`config.mk`:
```
export PLATFORM = sky130hd
export DESIGN_NAME = hdb3_decoder
export DESIGN_NICKNAME = d
export VERILOG_FILES = /design/src/rtl/hdb3_decoder.sv
export SDC_FILE = /design/constraint.sdc
export NUM_CORES = 1
export LEC_CHECK = 0
export ABC_AREA = 1
export BUFFER_PORTS_ARGS = -buffer_cell sky130_fd_sc_hd__buf_2
export CAP_MARGIN = 5
export CORE_MARGIN = 5
export CORE_UTILIZATION = 58
export CTS_CLUSTER_DIAMETER = 60
export CTS_CLUSTER_SIZE = 12
export DETAILED_ROUTE_END_ITERATION = 7
export PLACE_DENSITY = 0.93
export SLEW_MARGIN = 20
export SYNTH_ARGS = -nofsm -noshare
export SYNTH_HDL_FRONTEND = slang
export SYNTH_SLANG_ARGS = --single-unit
export TNS_END_PERCENT = 5
```
`constraint.sdc`:
```
create_clock -name clk -period 5.6 [get_ports clk]
set_input_delay 1.12 -clock clk [delete_from_list [all_inputs] [get_ports clk]]
set_output_delay 1.12 -clock clk [all_outputs]
set_load 0.02 [all_outputs]
```
`src/rtl/hdb3_decoder.sv`:
```
// HDB3 line decoder.
// Turns the P/N mark lines back into NRZ data. Bipolar violations (V) are
// detected and their 000V / B00V substitutions removed. Illegal symbols and
// coding-rule errors are flagged and counted in a saturating counter.
//
// Output qualifier: there is no back-pressure. A bit on `data` counts as a
// decoded bit on any clk edge where `valid` is 1. `valid` stays 0 while the
// 4-deep delay line is still filling after reset.
module hdb3_decoder #(
    parameter int CNT_W = 8
) (
    input  logic             clk,
    input  logic             reset,
    input  logic             P,
    input  logic             N,
    output logic             data,
    output logic             valid,
    output logic             bpv_err,
    output logic             code_err,
    output logic [CNT_W-1:0] err_cnt
);

    localparam logic [CNT_W-1:0] CNT_MAX = '1;

    // Polarity encoding: 1 = positive mark, 0 = negative mark.
    logic       last_pol;
    logic       last_v_pol;
    logic       v_seen;
    logic [3:0] dl;
    logic [2:0] zrun;
    logic [2:0] fill;

    logic             is_mark;
    logic             is_illegal;
    logic             is_v;
    logic             cur_bit;
    logic             vpol_err;
    logic             zrun_err;
    logic [3:0]       dl_next;
    logic [2:0]       zrun_next;
    logic [1:0]       n_events;
    logic [CNT_W:0]   cnt_sum;
    logic [CNT_W-1:0] cnt_next;

    // Classify the sampled symbol and work out the next decode/error state.
    always_comb begin
        is_mark    = P ^ N;
        is_illegal = P & N;
        is_v       = is_mark && (P == last_pol);
        cur_bit    = is_mark && !is_v;

        // A violation wipes the current bit and the three before it.
        // The oldest bit (dl[3]) has already left for `data` on this edge.
        if (is_v) begin
            dl_next = 4'b0000;
        end else begin
            dl_next = {dl[2:0], cur_bit};
        end

        // Two same-polarity violations in a row break the alternation rule.
        vpol_err = is_v && v_seen && (P == last_v_pol);

        // Run of spaces/illegal symbols. The counter saturates at 7, so the
        // 3->4 step fires only once per run.
        if (is_mark) begin
            zrun_next = 3'd0;
        end else if (zrun == 3'd7) begin
            zrun_next = 3'd7;
        end else begin
            zrun_next = zrun + 3'd1;
        end
        zrun_err = !is_mark && (zrun == 3'd3);

        // Both error pulses of this cycle feed the saturating counter.
        n_events = {1'b0, is_illegal} + {1'b0, (vpol_err | zrun_err)};
        cnt_sum  = {1'b0, err_cnt} + {{(CNT_W - 1){1'b0}}, n_events};
        if (cnt_sum[CNT_W]) begin
            cnt_next = CNT_MAX;
        end else begin
            cnt_next = cnt_sum[CNT_W-1:0];
        end
    end

    // Register all state and outputs; reset clears everything in flight.
    always_ff @(posedge clk) begin
        if (reset) begin
            data       <= 1'b0;
            valid      <= 1'b0;
            bpv_err    <= 1'b0;
            code_err   <= 1'b0;
            err_cnt    <= '0;
            dl         <= 4'b0000;
            last_pol   <= 1'b0;
            last_v_pol <= 1'b0;
            v_seen     <= 1'b0;
            zrun       <= 3'd0;
            fill       <= 3'd0;
        end else begin
            data     <= dl[3];
            dl       <= dl_next;
            bpv_err  <= is_illegal;
            code_err <= vpol_err | zrun_err;
            err_cnt  <= cnt_next;
            zrun     <= zrun_next;
            if (is_mark) begin
                last_pol <= P;
            end
            if (is_v) begin
                last_v_pol <= P;
                v_seen     <= 1'b1;
            end
            // fill stops at 4, so valid goes high on the 5th edge after reset.
            if (fill != 3'd4) begin
                fill <= fill + 3'd1;
            end
            valid <= (fill == 3'd4);
        end
    end

endmodule

```
==> results_dict.tcl <==
set metrics [dict create \
    status "completed" \
    peakVddDrop_mv 0.201 \
    synth-edff-count 0 \
    yosysWarnings 0 \
    layout.cells.non_filler 174 \
    clkTransAtPathRegs_ns 0.13 \
    finalCriticalPeriod_ns 2.84 \
    cts-root-buf "clkbuf_4" \
    crit_type "in -> reg" \
    gp_congestion 0.828 \
    globalRoute.totalOverflow 0 \
    dieArea_sq_mm 0.00280 \
    fmax_mhz 353 \
    layout-drive-gt1-share 0.235 \
    p_leak_nw 0.578 \
    cts.htree.levels 1 \
    track_usage 0.162 \
    post_drt_wl_per_cell_um 10.9 \
    placed_cells 170 \
    synth_ff_type "dfxtp_1" \
    seq_area_frac_synth 0.468 \
    synth_nets 141 \
    insertion_delay_ns 0.32 \
    arrival_ns 3.05 \
    cts_tree "yes" \
    setup_violations 0 \
    totalWireLength_um 1900 \
    grt_pass1_wl_um 3310 \
    start_kind "input port" \
    setup_slack_ns 2.76 \
    die_w_um 52.9 \
    nNetsFinal 160 \
    p_per_area_mw_per_mm2 274 \
    routed_via_density 4.91 \
    postCtsSetupBuffers 0 \
    cap_viol_max_count 0 \
    crit_path_max_fanout 7 \
    postSynthAreaPerCell_sq_um 8.17 \
    stdcell_area_sq_mm 0.00120 \
    fin_skew_ns 0.00430 \
    ys_ff_latch 25 \
    detail_route.iter0.violations 3 \
    ant_nets 0 \
    floorplan.initialDensity 0.613 \
    cts_num_sinks 25 \
    grt_setup_unrepaired "false" \
    synth_top_area_cell "dfxtp_1" \
    grt_max_degree 16 \
    core_sq_mm 0.00175 \
    period_share 0.507 \
    chipHeight_um 52.9 \
    detail_route.first_pass.iterations 4 \
    grt_pass1_vias 818 \
    dpl.hpwl_um 1510 \
    dpl_worst_slack_ns 2.43 \
    crit_path_cell_trace "buf_2 -> ha_1 -> inv_1 -> nor2_4 -> nand2_2 -> nand2_1 -> fa_1 -> ha_1 -> nand3_2 -> inv_2 -> nand2_4 -> nand2_2 -> nor2_1 -> nor2_1" \
    slew_violations 0 \
    numPortBuffers 15 \
    slowest_stage "fa_1" \
    core.rowCount 15 \
    crit_required_ns 5.81 \
    cts_buffers 3 \
    tightestPinTransition_ns 0.275 \
    fin_tns_setup_ns 0 \
    crit_path_max_incr_delay_ns 0.42 \
    netlist_area_sq_mm 0.00107 \
    async_reset_ff_frac 0 \
    ctsHoldBuffers 0 \
    antenna_found_initial 0 \
    end_kind "flip-flop" \
    post_cts_resized 0 \
    syn_to_final_growth_pct 12.3 \
    route.vias.total 855 \
    placed_area_sq_mm 0.00117 \
    slew_headroom 0.817 \
    synth_cell_types 22 \
    netlist_instances 131 \
    synthTopCellsByArea "dfxtp_1 47%, inv_1 7.4%, nor2_1 7.0%" \
    synth_top_cell_area_share 0.468 \
    ios 16 \
    hp-class "reg -> reg" \
    drcViolationCount 0 \
    fin_hold_ws_ns 0.420 \
    diodes 0 \
    ctsLongestPathBuffers 2 \
    hold_viol 0 \
]
==> cell type report <==
| class | instances | area (sq um) |
|---|---|---|
| Fill cell | 138 | 544 |
| Sequential cell | 25 | 500 |
| Multi-Input combinational cell | 81 | 474 |
| Inverter | 24 | 90.1 |
| Timing Repair Buffer | 15 | 75.1 |
| Tap cell | 25 | 31.3 |
| Clock buffer | 3 | 22.5 |
| Clock inverter | 1 | 7.51 |
==> synthesized netlist by cell type, types with 2 or more instances <==
library cell	number
nand3_1	4
xor2_1	2
inv_2	3
a21oi_1	9
nand2_2	6
ha_1	5
dfxtp_1	25
xnor2_1	2
nand2_1	17
nor2_4	2
nor2_1	20
nand3_2	2
o21ai_0	5
inv_1	21
==> cells by family (layout without fill, tap and decap cells) <==
logic type / after synthesis / in the layout / synth area share
AO/OA/AOI/OAI: 17 / 17 / 0.0877
XOR/XNOR: 4 / 4 / 0.0328
adder cells (fa/ha/maj): 6 / 6 / 0.0772
buffers and inverters: 25 / 43 / 0.0889
flip-flops: 25 / 25 / 0.468
AND/OR/NAND/NOR: 54 / 54 / 0.246
==> where the power goes <==
part           total [W]  internal, W  switching (W)
clock          0.0000803    0.0000273      0.0000530
combinational  0.0000488    0.0000194      0.0000294
sequential      0.000200     0.000191     0.00000926
total           0.000329     0.000238      0.0000917
==> worst max-delay path, delay by kind of cell <==
| kind | cells | cell delay (ns) |
|---|---|---|
| buffers and inverters | 3 | 0.33 |
| adder cells (fa/ha/maj) | 3 | 1.00 |
| AND/OR/NAND/NOR | 8 | 0.59 |
==> path summary, 6_finish.rpt <==
check / startpoint / end / slack (ns) / cells past startpoint
worst max-delay path: P / err_cnt[5] / 2.76 / 14
worst min-delay path: dl[3] / data / 0.42 / 2
worst max register to register: last_pol / err_cnt[5] / 3.61 / 14
worst min register to register: dl[3] / data / 0.42 / 2
==> sequential cells by signal, summed over array words and instances, names as in the netlist <==
name and cells:
err_cnt 8, dl 4, fill 3, zrun 3, bpv_err 1, code_err 1, data 1, last_pol 1
last_v_pol 1, v_seen 1, valid 1
==> layout by cell type (no fill, tap or decap) <==
cell type   count
dfxtp_1        25
clkbuf_4        3
nand2_4         1
o21a_1          1
fa_1            1
nand3_2         2
a21oi_1         9
o21ai_0         5
nor2_1         20
buf_2          15
and3_1          1
nand2_1        17
clkinvlp_4      1
nand2_2         6
nand3_1         4
inv_2           3
nor2_2          1
ha_1            5
inv_1          21
xnor2_1         2
o31ai_1         1
a21oi_2         1
xor2_1          2
nor2_4          2
==> stage by stage <==
step	util	total power, W
floorplan	-	0.000240
detailed placement	0.671	0.000253
global route	0.688	0.000347
global placement	0.671	0.000249
finish	0.688	0.000329
CTS	0.688	0.000332
==> layer usage <==
layer | GRT usage | up-vias | routed length [um]
met1 | 0.166 | 400 | 799
met4 | 0.0894 | 0 | 43
met2 | 0.312 | 15 | 990
met5 | 0 | - | 0
li1 | - | 436 | -
met3 | 0.0169 | 4 | 69
No activity file was read; power rests on OpenSTA's default activity.
